<file path="src/rtl/fp16_align.sv">
// Exponent-alignment front end for an fp16 adder: unpacks two operands, orders them by
// exponent and right-shifts the smaller significand with sticky. Optional macro: FP16_ALIGN_FASTPATH_EN.
module fp16_align #(
    parameter int MB = 11,
    parameter int EB = 5
) (
    input  logic             CLK,
    input  logic             RST_N,
    input  logic             IN_VALID,
    output logic             IN_READY,
    input  logic [MB+EB-1:0] IN_A,
    input  logic [MB+EB-1:0] IN_B,
    output logic             OUT_VALID,
    input  logic             OUT_READY,
    output logic [MB+2:0]    OUT_MANT_L,
    output logic [MB+2:0]    OUT_MANT_S,
    output logic [EB-1:0]    OUT_EXP,
    output logic             OUT_SIGN_L,
    output logic             OUT_SIGN_S,
    output logic             OUT_SWAP,
    output logic             OUT_SPECIAL
);

    localparam int KW = $clog2(MB + 4);
    localparam int SW = (EB > KW) ? EB : KW;
    localparam logic [SW-1:0] KMAX = SW'(MB + 3);

    typedef enum logic [1:0] {IDLE, SHIFT, DONE} state_t;

    state_t          state_q, state_d;
    logic [MB+2:0]   mant_l_q, mant_l_d;
    logic [MB+2:0]   mant_s_q, mant_s_d;
    logic [EB-1:0]   exp_q, exp_d;
    logic            sign_l_q, sign_l_d;
    logic            sign_s_q, sign_s_d;
    logic            swap_q, swap_d;
    logic            special_q, special_d;
    logic [KW-1:0]   k_q, k_d;

    logic            accept;
    logic [EB-1:0]   exp_a_raw, exp_b_raw, exp_a_eff, exp_b_eff;
    logic [MB+2:0]   sig_a, sig_b, sig_s_in;
    logic            swap_in, special_in;
    logic [SW-1:0]   d_ext;
    logic [KW-1:0]   k_in;

    assign accept = IN_VALID && IN_READY;

    // Unpack: denormals use hidden bit 0 and effective exponent 1
    always_comb begin
        exp_a_raw = IN_A[MB+EB-2:MB-1];
        exp_b_raw = IN_B[MB+EB-2:MB-1];
        exp_a_eff = (exp_a_raw == '0) ? EB'(1) : exp_a_raw;
        exp_b_eff = (exp_b_raw == '0) ? EB'(1) : exp_b_raw;
        sig_a     = {(exp_a_raw != '0), IN_A[MB-2:0], 3'b000};
        sig_b     = {(exp_b_raw != '0), IN_B[MB-2:0], 3'b000};
        swap_in   = (exp_b_eff > exp_a_eff);
        special_in = (exp_a_raw == '1) || (exp_b_raw == '1);
        sig_s_in  = swap_in ? sig_a : sig_b;
        d_ext     = swap_in ? (SW'(exp_b_eff) - SW'(exp_a_eff))
                            : (SW'(exp_a_eff) - SW'(exp_b_eff));
        k_in      = (d_ext >= KMAX) ? KMAX[KW-1:0] : d_ext[KW-1:0];
    end

    always_ff @(posedge CLK or negedge RST_N) begin
        if (!RST_N) begin
            state_q   <= IDLE;
            mant_l_q  <= '0;
            mant_s_q  <= '0;
            exp_q     <= '0;
            sign_l_q  <= 1'b0;
            sign_s_q  <= 1'b0;
            swap_q    <= 1'b0;
            special_q <= 1'b0;
            k_q       <= '0;
        end else begin
            state_q   <= state_d;
            mant_l_q  <= mant_l_d;
            mant_s_q  <= mant_s_d;
            exp_q     <= exp_d;
            sign_l_q  <= sign_l_d;
            sign_s_q  <= sign_s_d;
            swap_q    <= swap_d;
            special_q <= special_d;
            k_q       <= k_d;
        end
    end

    // Next-state logic
    always_comb begin
        state_d = state_q;
        case (state_q)
            IDLE: begin
                if (accept) begin
`ifdef FP16_ALIGN_FASTPATH_EN
                    if (k_in == '0 || special_in || d_ext >= KMAX) state_d = DONE;
                    else                                           state_d = SHIFT;
`else
                    if (k_in == '0 || special_in) state_d = DONE;
                    else                          state_d = SHIFT;
`endif
                end
            end
            SHIFT:   if (k_q == KW'(1)) state_d = DONE;
            DONE:    if (OUT_READY) state_d = IDLE;
            default: state_d = IDLE;
        endcase
    end

    // Datapath next values; registers hold unless loading or shifting
    always_comb begin
        mant_l_d  = mant_l_q;
        mant_s_d  = mant_s_q;
        exp_d     = exp_q;
        sign_l_d  = sign_l_q;
        sign_s_d  = sign_s_q;
        swap_d    = swap_q;
        special_d = special_q;
        k_d       = k_q;
        if (state_q == IDLE && accept) begin
            mant_l_d  = swap_in ? sig_b : sig_a;
            mant_s_d  = sig_s_in;
            exp_d     = swap_in ? exp_b_eff : exp_a_eff;
            sign_l_d  = swap_in ? IN_B[MB+EB-1] : IN_A[MB+EB-1];
            sign_s_d  = swap_in ? IN_A[MB+EB-1] : IN_B[MB+EB-1];
            swap_d    = swap_in;
            special_d = special_in;
            k_d       = special_in ? '0 : k_in;
`ifdef FP16_ALIGN_FASTPATH_EN
            if (!special_in && d_ext >= KMAX) begin
                mant_s_d = {{(MB+2){1'b0}}, |sig_s_in};
                k_d      = '0;
            end
`endif
        end else if (state_q == SHIFT) begin
            mant_s_d = {1'b0, mant_s_q[MB+2:2], mant_s_q[1] | mant_s_q[0]};
            k_d      = k_q - KW'(1);
        end
    end

    // Outputs
    always_comb begin
        IN_READY  = (state_q == IDLE);
        OUT_VALID = (state_q == DONE);
    end

    assign OUT_MANT_L  = mant_l_q;
    assign OUT_MANT_S  = mant_s_q;
    assign OUT_EXP     = exp_q;
    assign OUT_SIGN_L  = sign_l_q;
    assign OUT_SIGN_S  = sign_s_q;
    assign OUT_SWAP    = swap_q;
    assign OUT_SPECIAL = special_q;

endmodule

</file>
<file path="config.mk">
export PLATFORM = sky130hd
export DESIGN_NAME = fp16_align
export DESIGN_NICKNAME = d
export VERILOG_FILES = /design/src/rtl/fp16_align.sv
export SDC_FILE = /design/constraint.sdc
export NUM_CORES = 1
export LEC_CHECK = 0
export ABC_AREA = 1
export BUFFER_PORTS_ARGS = -buffer_cell sky130_fd_sc_hd__buf_2
export CORE_UTILIZATION = 50
export CTS_BUF_LIST = sky130_fd_sc_hd__clkbuf_16
export DETAILED_ROUTE_END_ITERATION = 16
export HOLD_SLACK_MARGIN = 0.03
export PLACE_DENSITY = 0.77
export SYNTH_ARGS = -nofsm -noshare
export SYNTH_HDL_FRONTEND = slang
export SYNTH_SLANG_ARGS = --single-unit
</file>
<file path="constraint.sdc">
create_clock -name CLK -period 3.4 [get_ports CLK]
set_clock_uncertainty 0.05 [all_clocks]
set_input_delay 0.51 -clock CLK [delete_from_list [all_inputs] [get_ports CLK]]
set_output_delay 0.51 -clock CLK [all_outputs]
set_load 0.1 [all_outputs]
</file>
==> results of run 1 <==
[state kept, by name, indices dropped and copies added, names as in the netlist]
signal / cells
OUT_MANT_S: 14
OUT_SPECIAL: 1
OUT_EXP: 5
OUT_MANT_L: 11
OUT_SIGN_L: 1
state_q: 2
OUT_SWAP: 1
k_q: 4
OUT_SIGN_S: 1
[cell usage after synthesis, drive strengths merged, types with 3 or more instances]
library cell / count
inv: 43
a2bb2oi: 8
o21ai: 48
nor3: 4
ha: 11
nand3: 19
clkbuf: 11
buf: 16
nand2: 89
dfrtp: 40
a21oi: 24
o22ai: 3
nor2: 32
[metrics by stage]
stage          std cells  area [µm²]
4_1_cts              493        3214
3_5_place_dp         485        2999
6_report             493        3214
3_3_place_gp         485        2999
2_1_floorplan        367        2673
5_1_grt              493        3214
[kinds of logic (layout without fill, tap and decap cells)]
| logic type | count (synthesis) | count (layout) | synth area share [%] |
|---|---|---|---|
| buffers and inverters | 71 | 127 | 11.78 |
| AO/OA/AOI/OAI | 89 | 89 | 19.20 |
| flip-flops | 40 | 40 | 37.56 |
| XOR/XNOR | 2 | 2 | 0.6574 |
| adder cells (fa/ha/maj) | 13 | 13 | 6.667 |
| other | 1 | 3 | 0.1407 |
| AND/OR/NAND/NOR | 149 | 149 | 23.99 |
[final timing paths]
kind / end / cells past startpoint / slack (ps) / from
max in group asynchronous: OUT_MANT_L[8]$_DFFE_PN0P_ / 1 / 2430 / RST_N
max reg2reg: k_q[3]$_DFFE_PN0P_ / 9 / 1530 / state_q[0]$_DFFE_PN0P_
min in group CLK: OUT_MANT_L[8]$_DFFE_PN0P_ / 2 / 430 / OUT_MANT_L[8]$_DFFE_PN0P_
max: state_q[0]$_DFFE_PN0P_ / 16 / 820 / IN_B[12]
min: OUT_MANT_L[4]$_DFFE_PN0P_ / 1 / 310 / RST_N
min reg2reg: OUT_MANT_L[8]$_DFFE_PN0P_ / 2 / 430 / OUT_MANT_L[8]$_DFFE_PN0P_
[area by class of cell]
class                      instances  area [µm²]
clock buffer                       5       125.1
multi-input combinational        256        1360
tap                               70       87.58
sequential                        40        1001
clock inverter                     3       90.09
inverter                          44       165.2
fill                             481        1893
timing repair buffer              75       385.4
[critical path, stage by stage]
cell and delay [ps]:
buf_2 130, nor3_1 200, nand3_1 140, nand2_1 130
inv_1 50, ha_1 310, nand2_1 150, nand2_2 310
buf_4 310, nand2_1 70, nand2_1 70, nand2_1 60
inv_1 60, nand2_1 60, nand3_1 60, nand2_1 60
[metal layers]
metal,vias up,part of all wire [%],GRT usage [%]
met3,16,6.5,4.685
met4,0,2.5,12.58
met2,98,48,42.14
met5,-,0,0
met1,1188,43,29.62
li1,1284,-,-
==> run metrics, run 1 <==
Die H=75.01 µm; Ports=75; Worst slew margin=39.86%; Synth area leaders=dfrtp_1 38%, nand2_1 12%, o21ai_0 7.9%; fin. max-slew vios=0; post-route antenna net violation count=0; WP data arrival=2700 ps; pin count of the biggest net entering global routing=41; Resized cells post-CTS=0; CTS Buf Count=5; DP Wirelength=4.752 mm; FP Rows=26; FMAX=387.7 MHz; Synth Area per Inst=7.302 µm²; commonest non-fill, non-tap cell in the layout=nand2_1; drc violations=0; ys async rst share=100.0%; Ys Warns=0; Die Wd=75.01 µm; post-synth top area cell=dfrtp_1; CTS tree=built; clk root buf=clkbuf_16; Overall Global Routing Usage=24.66%; crit-path max FO=22; initial antenna violation count=0; DRT iter0 DRCs=165; max_cap viols=0; Seq/Total Area, Yosys=37.56%; Buffers on Ports=71; status=complete, no violations; DRT Pass-1 Iters=4; post-synth top area share=37.56%; via/cell ratio=5.245; Post-synth EDFFs=0; Clk Latency, worst-skew pair=280 ps; vias in the first global route=2435; Max Buffers Root-to-Sink=2; layout cells sized above 1=23.17%; Setup CP Type=in -> reg; total grt overflow=0; CP Launch Type=input port; Post-synth top flop=dfrtp_1; Final WS setup=820.7 ps; Post-CTS Hold Buffers=0; most frequent cells in the layout=85 x nand2_1, 71 x buf_2, 42 x inv_1, 42 x o21ai_0, 40 x dfrtp_1; global-route wire length before repair=10.49 mm; Final Hold Fails=0; WP data required=3520 ps; die area=5626 µm²; Starting Density=52.18%; CTS clk-pin slew, worst paths=60 ps; DP Worst Slack=540.3 ps; synthesized flop and latch total=40; Synth Instances=365; Via Count=2586; Final Wtd Congestion=0.8887; unique cell type count in the Yosys netlist=38; area of the core=5107 µm²; slew at the pin with the worst max-slew slack=902.0 ps; Final nets=471; Diodes inserted=0; Worst Setup End Kind=flop; mapped cell area=2665 µm²; WL per Instance=13.13 µm; fin util=62.93%; TNS Setup=0 ps; final wirelength=6.474 mm; Layout area overhead=20.61%; Setup-failing EPs final=0; Tmin final=2579 ps; Post-CTS Setup Bufs=0; TritonCTS sink count=40; hold slack=305.1 ps; worst min-delay path category=in -> async; CTS HTree Levels=2; crit share post-route=75.86%; setup repair after global routing missed its margin=false
Power of run 1 is not shown: default switching activity piles up to over one toggle a cycle in this logic, so the estimate is an artifact.
==> inputs of run 2 (changes only) <==
clock period = 2.43 ns   (was 3.4 ns; I/O delays follow)
==> run 2 against run 1 <==
Effect of this change: utilization increased by 0.83 points; count of clock-buffer cells in the layout unchanged; hold slack worse by 130 ps; wire length is 0.74% lower; critical endpoint is now k_q[0]$_DFFE_PN0P_; critical path depth unchanged; global-route usage about the same; worst setup slack got worse by 540 ps.
==> run metrics, run 2 (synthesis results as in run 1) <==
critical path cell sequence=buf_2 > nor3_1 > nand3_1 > nand2_1 > ha_1 > inv_1 > fa_1 > nand3_1 > nand3_1 > nand2_1 > nand2_1 > nand2_1 > inv_1 > nor2_1 > nand2_1 > a21boi_1; TNS Setup=0 ps; clk root buf=clkbuf_16; FP Rows=26; Buffers on Ports=71; Tmin final=2154 ps; initial antenna violation count=0; Final Wtd Congestion=0.9039; Buffers & Inverters on Critical Path=3; pin count of the biggest net entering global routing=41; setup repair after global routing missed its margin=false; Setup CP Type=in -> reg; via/cell ratio=5.190; max reg flops=14; Max Buffers Root-to-Sink=2; slew at the pin with the worst max-slew slack=918.4 ps; Final Hold Fails=0; # fillers=481; Most Crowded Layer GR=met2; DP Wirelength=4.842 mm; Via Count=2621; FF-to-FF setup slack=530 ps; Post-CTS Setup Bufs=0; max_cap viols=0; Seq. cell area=1001 µm²; Die H=75.01 µm; Layout area overhead=22.21%; Multi-input gate area=1360 µm²; DRT Pass-1 Iters=4; Diodes inserted=0; Worst R2R Start=state_q[0]$_DFFE_PN0P_; fin. max-slew vios=0; Final nets=483; CP Launch Type=input port; grt met1 use=30.95%; met3 GRT Util=4.685%; Resized cells post-CTS=0; CP startpoint=IN_B[13]; DRT iter0 DRCs=177; WL per Instance=12.72 µm; global-route wire length before repair=10.59 mm; commonest non-fill, non-tap cell in the layout=nand2_1; WP data arrival=2310 ps; CTS tree=built; global-route track usage on met2=42.94%; die area=5626 µm²; Worst slew margin=38.77%; area of the core=5107 µm²; final wirelength=6.426 mm; Die Wd=75.01 µm; CTS HTree Levels=2; Overall Global Routing Usage=24.64%; fin util=63.77%; Worst Setup End Kind=flop; DP Worst Slack=10.88 ps; crit-path max FO=4; TritonCTS sink count=40; most frequent cells in the layout=85 x nand2_1, 71 x buf_2, 42 x inv_1, 42 x o21ai_0, 40 x dfrtp_1; Ports=75; Clk Latency, worst-skew pair=280 ps; Setup-failing EPs final=0; CP most frequent cell=nand2_1; status=complete, no violations; Final WS setup=276.3 ps; Starting Density=52.18%; total grt overflow=0; Slowest-stage cell, CP=fa_1; post-route antenna net violation count=0; worst min-delay path category=in -> async; Post-CTS Hold Buffers=0; WP data required=2580 ps; vias in the first global route=2391; layout cells sized above 1=25.29%; CTS clk-pin slew, worst paths=60 ps; critical path's top delay family=simple AND/OR/NAND/NOR gates; drc violations=0; FMAX=464.3 MHz; CTS Buf Count=5; slowest cell delay on critical path=400 ps; Inst Count DP=497; crit share post-route=88.63%; final cell count without fillers=505
==> run 2: cell types whose count changed in the layout (fill, tap and decap cells not counted), sizes merged <==
cell and change:
clkinvlp +1, clkinv +1, buf +12, bufinv -2
==> run 2: layer usage <==
| layer | up-vias | part of all wire (%) |
|---|---|---|
| li1 | 1304 | - |
| met1 | 1220 | 43 |
| met2 | 91 | 49 |
| met3 | 6 | 6.8 |
| met4 | 0 | 1.4 |
| met5 | - | 0 |
==> run 2: path summary, 6_finish.rpt <==
check                      depth (start not counted)                          to
min                                                1   OUT_MANT_S[4]$_DFFE_PN0P_
max reg2reg                                        9          k_q[3]$_DFFE_PN0P_
max in group asynchronous                          1        OUT_SWAP$_DFFE_PN0P_
min reg2reg                                        2      OUT_SIGN_L$_DFFE_PN0P_
max                                               16          k_q[0]$_DFFE_PN0P_
min in group CLK                                   3  OUT_MANT_L[11]$_DFFE_PN0P_
==> run 2: cell type report <==
| type | count | area share, % |
|---|---|---|
| inverter | 44 | 5.071 |
| sequential | 40 | 30.73 |
| multi-input combinational | 256 | 41.76 |
| clock buffer | 5 | 3.842 |
| clock inverter | 3 | 1.306 |
| tap | 70 | 2.689 |
| timing repair buffer | 87 | 14.60 |
==> run 2: worst reg2reg max path: stages, from the launching register on <==
cell	delay (ps)
dfrtp_1	390
nor2_2	80
inv_1	60
nor2_2	40
inv_1	380
buf_4	370
o21ai_0	150
a21oi_1	130
nor2_1	60
a21oi_1	130
==> run 2: metrics by stage <==
stage | hold WS, ps | area, µm²
after CTS | 204.7 | 3257
final | 173.5 | 3257
after global placement | 410.3 | 3089
after global routing | 236.8 | 3257
after detailed placement | 422.0 | 3089
after floorplan | 18.91 | 2673
Power of run 2 is left out for the same reason.
